## src/rtl/leading_digit_counter_pipe.sv

```systemverilog
// rtl/leading_digit_counter_pipe.sv - two-stage pipelined leading-one / leading-zero detector
//
// Finds the most-significant 1 (in_mode=0) or 0 (in_mode=1) of in_data and
// reports whether it exists, its bit index and the count of digits above it.
// A sideband tag travels with each transaction. Two register stages, each
// holding one transaction, with valid/ready handshakes on both sides.
//
// Ports:
//   clk, rst_n         clock, asynchronous active-low reset
//   in_valid/in_ready  input handshake
//   in_data            word to scan
//   in_mode            0 = leading one, 1 = leading zero
//   in_tag             sideband, returned unchanged on out_tag
//   out_valid/out_ready output handshake
//   out_found          a matching digit exists
//   out_position       index of the most-significant matching bit (0 if none)
//   out_count          leading non-matching digits (WIDTH if none)
//   out_tag            tag of the same transaction
module leading_digit_counter_pipe #(
  parameter int WIDTH       = 32,
  parameter int GROUP_WIDTH = 8,
  parameter int TAG_WIDTH   = 8
) (
  input  logic                       clk,
  input  logic                       rst_n,
  input  logic                       in_valid,
  output logic                       in_ready,
  input  logic [WIDTH-1:0]           in_data,
  input  logic                       in_mode,
  input  logic [TAG_WIDTH-1:0]       in_tag,
  output logic                       out_valid,
  input  logic                       out_ready,
  output logic                       out_found,
  output logic [$clog2(WIDTH)-1:0]   out_position,
  output logic [$clog2(WIDTH+1)-1:0] out_count,
  output logic [TAG_WIDTH-1:0]       out_tag
);

  localparam int NG = WIDTH / GROUP_WIDTH;
  localparam int GB = $clog2(GROUP_WIDTH);
  localparam int PW = $clog2(WIDTH);
  localparam int CW = $clog2(WIDTH + 1);

  logic                 s1_valid;
  logic                 s1_load;
  logic                 s2_load;
  logic [WIDTH-1:0]     scan_word;
  logic [NG-1:0]        g_found;
  logic [GB-1:0]        g_pos [NG];
  logic [NG-1:0]        s1_found;
  logic [GB-1:0]        s1_pos [NG];
  logic [TAG_WIDTH-1:0] s1_tag;
  logic                 sel_found;
  logic [CW-1:0]        sel_pos;
  logic [CW-1:0]        sel_count;

  // Each stage advances when its downstream slot is free or being emptied;
  // in_ready is the only combinational path from out_ready.
  assign s2_load  = !out_valid || out_ready;
  assign s1_load  = !s1_valid || s2_load;
  assign in_ready = s1_load;

  // Leading-zero search is a leading-one search on the inverted word.
  assign scan_word = in_mode ? ~in_data : in_data;

  // Stage 1: per-group presence and local index of the top set bit.
  for (genvar g = 0; g < NG; g++) begin : g_group
    logic [GROUP_WIDTH-1:0] grp;
    logic [GB-1:0]          local_pos;

    assign grp        = scan_word[g*GROUP_WIDTH +: GROUP_WIDTH];
    assign g_found[g] = |grp;
    assign g_pos[g]   = local_pos;

    // Ascending scan so the highest set bit is the last one written.
    always_comb begin
      local_pos = '0;
      for (int b = 0; b < GROUP_WIDTH; b++) begin
        if (grp[b]) local_pos = GB'(b);
      end
    end
  end

  always_ff @(posedge clk or negedge rst_n) begin
    if (!rst_n) begin
      s1_valid <= 1'b0;
      s1_found <= '0;
      s1_tag   <= '0;
      for (int g = 0; g < NG; g++) s1_pos[g] <= '0;
    end else if (s1_load) begin
      s1_valid <= in_valid;
      if (in_valid) begin
        s1_found <= g_found;
        s1_tag   <= in_tag;
        for (int g = 0; g < NG; g++) s1_pos[g] <= g_pos[g];
      end
    end
  end

  // Stage 2: pick the highest group that has a hit. Arithmetic is kept at
  // CW bits so count=WIDTH does not wrap for power-of-two widths.
  always_comb begin
    sel_found = 1'b0;
    sel_pos   = '0;
    for (int g = 0; g < NG; g++) begin
      if (s1_found[g]) begin
        sel_found = 1'b1;
        sel_pos   = CW'(g * GROUP_WIDTH) + CW'(s1_pos[g]);
      end
    end
    sel_count = sel_found ? (CW'(WIDTH - 1) - sel_pos) : CW'(WIDTH);
  end

  always_ff @(posedge clk or negedge rst_n) begin
    if (!rst_n) begin
      out_valid    <= 1'b0;
      out_found    <= 1'b0;
      out_position <= '0;
      out_count    <= '0;
      out_tag      <= '0;
    end else if (s2_load) begin
      out_valid <= s1_valid;
      if (s1_valid) begin
        out_found    <= sel_found;
        out_position <= sel_pos[PW-1:0];
        out_count    <= sel_count;
        out_tag      <= s1_tag;
      end
    end
  end

endmodule
```

## config.mk

```make
export PLATFORM = sky130hd
export DESIGN_NAME = leading_digit_counter_pipe
export DESIGN_NICKNAME = d
export VERILOG_FILES = /design/src/rtl/leading_digit_counter_pipe.sv
export SDC_FILE = /design/constraint.sdc
export NUM_CORES = 1
export LEC_CHECK = 0
export CORE_UTILIZATION = 35
export CTS_BUF_LIST = sky130_fd_sc_hd__clkbuf_4 sky130_fd_sc_hd__clkbuf_8
export CTS_CLUSTER_DIAMETER = 150
export CTS_CLUSTER_SIZE = 14
export DETAILED_ROUTE_END_ITERATION = 6
export MAX_ROUTING_LAYER = met4
export PLACE_DENSITY = 0.62
export SYNTH_ARGS = -nofsm -noshare
export SYNTH_HDL_FRONTEND = slang
export SYNTH_SLANG_ARGS = --single-unit
```

## constraint.sdc

```tcl
create_clock -name clk -period 4.1 [get_ports clk]
set_input_delay 0.82 -clock clk [delete_from_list [all_inputs] [get_ports clk]]
set_output_delay 0.82 -clock clk [all_outputs]
set_load 0.01 [all_outputs]
```

==> results of run 1 <==
## cell families (layout without fill, tap and decap cells)
logic type | count (synthesis) | after routing
AOI/OAI and AO/OA | 75 | 75
buffers and inverters | 28 | 89
DFF | 46 | 46
muxes | 16 | 16
and+or+nand+nor | 95 | 95
## flip-flops by register name (all words and copies together), names as in the netlist
| register | flops |
|---|---|
| out_count | 6 |
| out_found | 1 |
| out_position | 5 |
| out_tag | 8 |
| out_valid | 1 |
| s1_found | 4 |
| s1_pos | 12 |
| s1_tag | 8 |
| s1_valid | 1 |
## Yosys cell counts, drive strengths merged
master	number	area [µm²]
a21oi	14	70.1
or2	1	6.26
nand2	39	146
nand2b	7	43.8
nor3	8	40.0
a21o	5	37.5
a221oi	5	43.8
buf	4	26.3
clkbuf	10	37.5
nor2	12	45.0
or4	7	52.6
nand3	9	45.0
o211a	4	40.0
nor2b	4	25.0
nor4	1	6.26
or3	3	18.8
a31oi	7	43.8
nand3b	4	30.0
o22ai	8	62.6
o21ai	20	100
dfrtp	46	1150
o41ai	2	17.5
inv	14	52.6
o31ai	8	60.1
mux2	16	180
a311o	2	20.0
## worst paths after layout
kind,startpoint,endpoint,slack (ns),depth (start not counted)
worst max-delay path,out_ready,in_ready,1.31,3
worst min-delay path,out_position[1],out_position[1],0.48,2
worst max register to register,out_valid,out_found,2.38,4
worst min register to register,out_position[1],out_position[1],0.48,2
max in group asynchronous,rst_n,s1_pos[0],2.79,1
min in group asynchronous,rst_n,out_tag[2],0.68,1
## cell type report
type,count,area share
flip-flops and latches,46,0.358
multi-input cells,186,0.353
repair buffers,67,0.206
well taps,77,0.0300
clock buffers,6,0.0238
inverters,14,0.0164
clock inverters,2,0.0117
## per-layer routing
metal / vias up / wire length, µm / global-route usage
met2: 58 / 2160 / 0.216
met5: - / 0 / -
met3: 7 / 227 / 0.0263
met1: 939 / 2680 / 0.217
li1: 1062 / - / -
met4: 0 / 78 / 0.0555
## worst reg2reg max path, cell delays in order (launching register included)
cell and delay (ns):
dfrtp_1 0.40, nand2b_1 0.12, nand2_1 0.55, nor3_1 0.46, nor2_1 0.09
## power by group through the flow
stage	registers, mW	clock network (mW)	logic, mW
2_1_floorplan	0.599	0	0.148
3_3_place_gp	0.592	0	0.336
3_5_place_dp	0.596	0	0.340
4_1_cts	0.586	0.346	0.341
5_1_grt	0.597	0.370	0.370
6_report	0.585	0.338	0.336
## metrics by stage
step                hold WS [ns]  power, mW  instances   util
floorplan                  0.449      0.747        260      -
global placement           0.460      0.928        390  0.477
detailed placement         0.469      0.936        390  0.477
CTS                        0.489       1.27        398  0.495
global route               0.507       1.34        398  0.495
finish                     0.482       1.26        398  0.495
==> results.sh, run 1 <==
export IMPL_status="finished, violations left"
export IMPL_violations="design-rule violations"
export IMPL_cts_max_path_buffers=2
export IMPL_postCtsSetupBuffers=0
export IMPL_synth_compound_area_frac=0.206
export IMPL_cts_resized=0
export IMPL_num_fill_cells=618
export IMPL_cts_root_buffer="clkbuf_8"
export IMPL_io_buffers=66
export IMPL_core_mm2=0.00649
export IMPL_syn_nets=305
export IMPL_cp_top_family="buffers and inverters"
export IMPL_cap_violations=0
export IMPL_fmax_mhz=358
export IMPL_dpl_cell_area_mm2=0.00310
export IMPL_crit_fanout=3
export IMPL_cts_hold_fix_buffers=0
export IMPL_ys_types=28
export IMPL_track_usage=0.152
export IMPL_dieArea_mm2=0.00720
export IMPL_finalWirelength_um=5140
export IMPL_crit_chain="clkdlybuf4s50_1 > nand3b_1 > clkdlybuf4s50_1"
export IMPL_crit_required_ns=3.28
export IMPL_hold_class="flip-flop to flip-flop"
export IMPL_rows=29
export IMPL_synth_adder_area_share=0
export IMPL_slew_headroom=0.336
export IMPL_grt_max_degree=47
export IMPL_ys_ff_latch=46
export IMPL_setup_viol=0
export IMPL_crit_type="input port to output port"
export IMPL_final_common_cell="clkdlybuf4s50_1"
export IMPL_cts_tree="yes"
export IMPL_worst_pin_slew_ns=0.996
export IMPL_fin_crit_ns=2.79
export IMPL_synth_simple_area_share=0.191
export IMPL_nNetsFinal=365
export IMPL_cts_made_buffers=5
export IMPL_path_clk_slew_ns=0.08
export IMPL_setup_ws_ns=1.31
export IMPL_cpPeakStageDelay_ns=0.55
export IMPL_antenna_found_initial=0
export IMPL_cts_sinks=46
export IMPL_clock_latency_ns=0.30
export IMPL_leakagePower_nw=1.36
export IMPL_final_cell_mix="65 x clkdlybuf4s50_1, 46 x dfrtp_1, 39 x nand2_1"
export IMPL_synth_mux_area_frac=0.0750
export IMPL_ys_seq_area_frac=0.479
export IMPL_gp_congestion=0.771
export IMPL_path_buf_inv=2
export IMPL_irDropWorstVdd_uv=141
export IMPL_synth_area_per_cell_um2=9.24
export IMPL_dp_hpwl_um=3790
export IMPL_power_share_sequential=0.464
export IMPL_cp_start_kind="input port"
export IMPL_h_tree_depth=2
export IMPL_initial_core_util=0.370
export IMPL_pwr_share_clk=0.269
export IMPL_drc=3
export IMPL_antenna_cells=0
export IMPL_grt_setup_unrepaired="no"
export IMPL_io_pins=67
export IMPL_worstPathArrival_ns=1.97
export IMPL_overflow=0
export IMPL_min_period_over_period=0.682
export IMPL_ys_warn_count=0
export IMPL_cp_common_cell="clkdlybuf4s50_1"
export IMPL_synth_xor_area_share=0
export IMPL_finalInstanceArea_mm2=0.00321
export IMPL_synth_top_family_by_area="compound AO/OA/AOI/OAI gates"
export IMPL_final_seq_area_mm2=0.00115
export IMPL_die_h_um=84.8
export IMPL_clock_skew_ns=0.00660
export IMPL_critPathSlowestCell="clkdlybuf4s50_1"
export IMPL_die_w_um=84.8
export IMPL_slew_violations=0
export IMPL_vias=2066
export IMPL_syn_area_mm2=0.00240
export IMPL_drt_iter0_drc=58
export IMPL_p_int_mw=0.913
export IMPL_p_sw_mw=0.347
export IMPL_antenna_left=0
export IMPL_place_ws_ns=1.17
export IMPL_grt_pass1_vias=1817
export IMPL_syn_inst=260
export IMPL_avgViaCountPerCell=5.19
export IMPL_comb_power_share=0.267
export IMPL_multiInputGateArea_mm2=0.00113
export IMPL_syn_to_final_growth_pct=33.7
export IMPL_grt_pass1_wl_um=8500
export IMPL_drive_gt1_frac=0.0903
export IMPL_power_density_mw_per_mm2=392
export IMPL_crit_path_end_kind="output port"
export IMPL_hold_viol=0
export IMPL_drt_wirelength_per_cell_um=12.9
export IMPL_sw_frac_of_total=0.275
export IMPL_dr_pass1_iters=7
export IMPL_finalSetupTns_ns=0
No activity file was read; power rests on OpenSTA's default activity.
==> run 2: changes to the inputs <==
Settings changed: PLACE_DENSITY 0.62 to 0.65.
Clock period 4.1 ns to 2.3 ns, I/O delays scaled along.
==> run 2 against run 1 <==
Net effect: the run still ends with design-rule violations left; critical path depth is the same; via count shrank 0.29%; combinational power grew 83%; wire length shrank 2.3%; sequential power grew 78%; non-clock buffer count grew 5; critical endpoint unchanged.
==> results.sh, run 2 (same netlist as run 1, synthesis figures left out) <==
export IMPL_irDropWorstVdd_uv=231
export IMPL_avgViaCountPerCell=5.12
export IMPL_syn_to_final_growth_pct=36.3
export IMPL_postLayoutCoreUtil=0.504
export IMPL_clock_latency_ns=0.29
export IMPL_cts_resized=0
export IMPL_die_h_um=84.8
export IMPL_dp_hpwl_um=3840
export IMPL_p_sw_mw=0.606
export IMPL_cp_start_kind="input port"
export IMPL_path_clk_slew_ns=0.08
export IMPL_hold_viol=0
export IMPL_gp_congestion=0.860
export IMPL_crit_path_end_kind="output port"
export IMPL_largest_reg_flops=12
export IMPL_setup_viol=0
export IMPL_dr_pass1_iters=7
export IMPL_final_common_cell="clkdlybuf4s50_1"
export IMPL_drt_wirelength_per_cell_um=12.5
export IMPL_io_pins=67
export IMPL_hold_class="input port to asynchronous set/reset pin"
export IMPL_clock_skew_ns=0.00600
export IMPL_cap_violations=0
export IMPL_overflow=0
export IMPL_cts_root_buffer="clkbuf_8"
export IMPL_worst_pin_slew_ns=0.465
export IMPL_leakagePower_nw=1.40
export IMPL_sw_frac_of_total=0.268
export IMPL_cts_sinks=46
export IMPL_dieArea_mm2=0.00720
export IMPL_multiInputGateArea_mm2=0.00113
export IMPL_comb_power_share=0.273
export IMPL_io_buffers=66
export IMPL_top_register="s1_pos"
export IMPL_reg_top3="s1_pos x12, out_tag x8, s1_tag x8"
export IMPL_finalSetupTns_ns=0
export IMPL_cts_hold_fix_buffers=0
export IMPL_status="finished, violations left"
export IMPL_rows=29
export IMPL_final_cell_mix="65 x clkdlybuf4s50_1, 46 x dfrtp_1, 39 x nand2_1"
export IMPL_crit_fanout=3
export IMPL_h_tree_depth=2
export IMPL_power_density_mw_per_mm2=690
export IMPL_slew_violations=0
export IMPL_cts_made_buffers=5
export IMPL_track_usage=0.157
export IMPL_crit_type="input port to output port"
export IMPL_initial_core_util=0.370
export IMPL_drt_iter0_drc=84
export IMPL_antenna_left=0
export IMPL_antenna_found_initial=0
export IMPL_pwr_share_clk=0.267
export IMPL_crit_required_ns=1.84
export IMPL_min_period_over_period=0.915
export IMPL_drc=3
export IMPL_grt_pass1_vias=1915
export IMPL_core_mm2=0.00649
export IMPL_place_ws_ns=0.0960
export IMPL_fin_crit_ns=2.10
export IMPL_fin_hold_ws_ns=0.129
export IMPL_die_w_um=84.8
export IMPL_finalWirelength_um=5030
export IMPL_nNetsFinal=370
export IMPL_setup_ws_ns=0.196
export IMPL_vias=2060
export IMPL_p_int_mw=1.65
export IMPL_grt_pass1_wl_um=8860
export IMPL_antenna_cells=0
export IMPL_cts_max_path_buffers=2
export IMPL_slew_headroom=0.689
export IMPL_final_seq_area_mm2=0.00115
export IMPL_grt_setup_unrepaired="no"
export IMPL_power_share_sequential=0.461
export IMPL_violations="design-rule violations"
export IMPL_fmax_mhz=475
export IMPL_grt_max_degree=47
export IMPL_worstPathArrival_ns=1.64
export IMPL_num_fill_cells=629
export IMPL_drive_gt1_frac=0.102
export IMPL_postCtsSetupBuffers=0
export IMPL_cts_tree="yes"
## run 2: cell types whose count changed in the layout (fill, tap and decap cells not counted)
cell	before	now
clkbuf_8	5	6
clkbuf_4	1	0
clkinvlp_4	1	0
buf_12	0	2
buf_4	1	4
## run 2: path summary, 6_finish.rpt
path / depth (start not counted) / endpoint / slack, ns / from
worst max-delay path: 3 / in_ready / 0.20 / out_ready
worst min-delay path: 2 / s1_tag[7] / 0.13 / rst_n
worst max register to register: 4 / out_count[2] / 0.81 / out_valid
worst min register to register: 2 / s1_pos[4] / 0.48 / s1_pos[4]
max in group asynchronous: 2 / out_position[3] / 1.95 / rst_n
min in group clk: 2 / s1_pos[4] / 0.48 / s1_pos[4]
## run 2: metrics by stage
step / instances / cell area (µm²) / total power [mW]
CTS: 402 / 3270 / 2.29
finish: 402 / 3270 / 2.26
floorplan: 260 / 2400 / 1.33
global route: 402 / 3270 / 2.40
global placement: 395 / 3160 / 1.67
detailed placement: 395 / 3160 / 1.68
## run 2: routing by layer
metal / part of all wire / wire length [µm] / up-vias / GRT usage
li1: - / - / 1065 / -
met1: 0.51 / 2580 / 936 / 0.220
met2: 0.44 / 2190 / 51 / 0.237
met3: 0.033 / 167 / 8 / 0.0146
met4: 0.017 / 85 / 0 / 0.0601
met5: 0 / 0 / - / -
## run 2: layout make-up
| class | count | share of cell area |
|---|---|---|
| well taps | 77 | 0.0294 |
| clock inverters | 1 | 0.00917 |
| flip-flops and latches | 46 | 0.352 |
| inverters | 14 | 0.0161 |
| clock buffers | 6 | 0.0252 |
| multi-input cells | 186 | 0.347 |
| repair buffers | 72 | 0.222 |
## run 2: critical path: stages
cell	delay [ns]
clkdlybuf4s50_1	0.47
nand3b_1	0.16
clkdlybuf4s50_1	0.56
## run 2: power groups by stage
| stage | combinational [mW] | clock, mW | sequential (mW) |
|---|---|---|---|
| global placement | 0.611 | 0 | 1.06 |
| CTS | 0.622 | 0.623 | 1.04 |
| floorplan | 0.264 | 0 | 1.07 |
| finish | 0.615 | 0.602 | 1.04 |
| detailed placement | 0.621 | 0 | 1.06 |
| global route | 0.678 | 0.653 | 1.06 |
==> run 3: changes to the inputs <==
Settings changed: PLACE_DENSITY 0.65 to 0.62.
Clock period 2.3 ns to 2.5 ns, I/O delays scaled along.
==> run 3 against run 2 <==
Net effect: the run still ends with design-rule violations left; combinational power shrank 8.9%; wire length is 1.1% lower; worst setup slack better by 0.15 ns; clock power fell by 27%; count of clock-buffer cells in the layout rose by 1; non-clock buffer count unchanged; critical path type unchanged.
==> results.sh, run 3 (same netlist as run 1, synthesis figures left out) <==
export IMPL_drt_wirelength_per_cell_um=12.4
export IMPL_status="finished, violations left"
export IMPL_gp_congestion=0.794
export IMPL_postCtsSetupBuffers=0
export IMPL_min_period_over_period=0.863
export IMPL_final_common_cell="clkdlybuf4s50_1"
export IMPL_dp_cells=395
export IMPL_setup_viol=0
export IMPL_finalSetupTns_ns=0
export IMPL_initial_core_util=0.370
export IMPL_drive_gt1_frac=0.102
export IMPL_overflow=0
export IMPL_io_buffers=66
export IMPL_finalInstanceArea_mm2=0.00323
export IMPL_drc=3
export IMPL_leakagePower_nw=1.38
export IMPL_die_h_um=84.8
export IMPL_path_clk_slew_ns=0.08
export IMPL_reg2reg_from="out_valid"
export IMPL_crit_type="input port to output port"
export IMPL_nNetsFinal=370
export IMPL_cts_max_path_buffers=2
export IMPL_dieArea_mm2=0.00720
export IMPL_reg_top3="s1_pos x12, out_tag x8, s1_tag x8"
export IMPL_dpl_cell_area_mm2=0.00315
export IMPL_worstPathArrival_ns=1.66
export IMPL_final_cell_mix="65 x clkdlybuf4s50_1, 46 x dfrtp_1, 39 x nand2_1"
export IMPL_grt_pass1_wl_um=8360
export IMPL_fmax_mhz=464
export IMPL_crit_fanout=3
export IMPL_cap_violations=0
export IMPL_power_density_mw_per_mm2=607
export IMPL_hold_viol=0
export IMPL_dr_pass1_iters=6
export IMPL_clock_skew_ns=0.00759
export IMPL_ff2ff_path_depth=4
export IMPL_cts_made_buffers=5
export IMPL_rows=29
export IMPL_cp_start_kind="input port"
export IMPL_cts_tree="yes"
export IMPL_antenna_found_initial=0
export IMPL_grt_max_degree=47
export IMPL_die_w_um=84.8
export IMPL_antenna_left=0
export IMPL_irDropWorstVdd_uv=216
export IMPL_place_ws_ns=0.257
export IMPL_reg2reg_to="out_count[1]"
export IMPL_crit_path_end_kind="output port"
export IMPL_vias=2062
export IMPL_io_pins=67
export IMPL_clock_latency_ns=0.30
export IMPL_syn_to_final_growth_pct=34.5
export IMPL_core_mm2=0.00649
export IMPL_hold_class="input port to asynchronous set/reset pin"
export IMPL_grt_pass1_vias=1825
export IMPL_finalWirelength_um=4970
export IMPL_top_register="s1_pos"
export IMPL_worst_pin_slew_ns=0.566
export IMPL_dp_hpwl_um=3760
export IMPL_h_tree_depth=2
export IMPL_crit_path_start="out_ready"
export IMPL_avgViaCountPerCell=5.13
export IMPL_largest_reg_flops=12
export IMPL_slew_violations=0
export IMPL_cts_resized=0
export IMPL_cts_hold_fix_buffers=0
export IMPL_antenna_cells=0
export IMPL_track_usage=0.148
export IMPL_cts_sinks=46
export IMPL_fin_hold_ws_ns=0.276
export IMPL_drt_iter0_drc=94
export IMPL_slew_headroom=0.623
export IMPL_fin_crit_ns=2.16
export IMPL_setup_ws_ns=0.343
export IMPL_crit_required_ns=2.00
export IMPL_violations="design-rule violations"
export IMPL_cts_root_buffer="clkbuf_8"
export IMPL_endpoint="in_ready"
export IMPL_rrSetupSlack_ns=0.99
export IMPL_grt_setup_unrepaired="no"
export IMPL_fin_cells=402
## run 3: critical path, cell delays in order
cell,delay [ns]
clkdlybuf4s50_1,0.46
nand3b_1,0.15
clkdlybuf4s50_1,0.55
## run 3: per-layer routing
metal	vias to the layer above	routed length (µm)	GRT usage	part of all wire
met4	0	63	0.0508	0.013
met5	-	0	-	0
met3	5	237	0.0243	0.048
met2	59	2030	0.206	0.41
met1	920	2640	0.218	0.53
li1	1078	-	-	-
## run 3: worst min path at each step
stage                         to  slack, ns  depth (start not counted)
finish                out_tag[0]       0.28                          2
detailed placement     s1_pos[2]       0.47                          2
CTS                   out_tag[0]       0.29                          2
floorplan           out_count[0]       0.20                          0
global route           s1_tag[5]       0.34                          2
global placement       s1_pos[2]       0.46                          2
## run 3: where the power goes
group	switching [mW]	leakage, nW	total, mW	internal, mW
clock network	0.228	0.0452	0.442	0.214
logic	0.237	0.798	0.560	0.323
registers	0.0865	0.536	0.961	0.874
total	0.551	1.38	1.96	1.41
## run 3: final cells by class
type	count	area, µm²
clock buffers	7	83.8
multi-input cells	186	1130
flip-flops and latches	46	1150
repair buffers	72	713
well taps	77	96.3
inverters	14	52.6
fillers	614	3260
## run 3: metrics by stage
stage | power (mW) | util
CTS | 1.99 | 0.498
floorplan | 1.22 | -
detailed placement | 1.54 | 0.485
finish | 1.96 | 0.498
global placement | 1.53 | 0.485
global route | 2.09 | 0.498
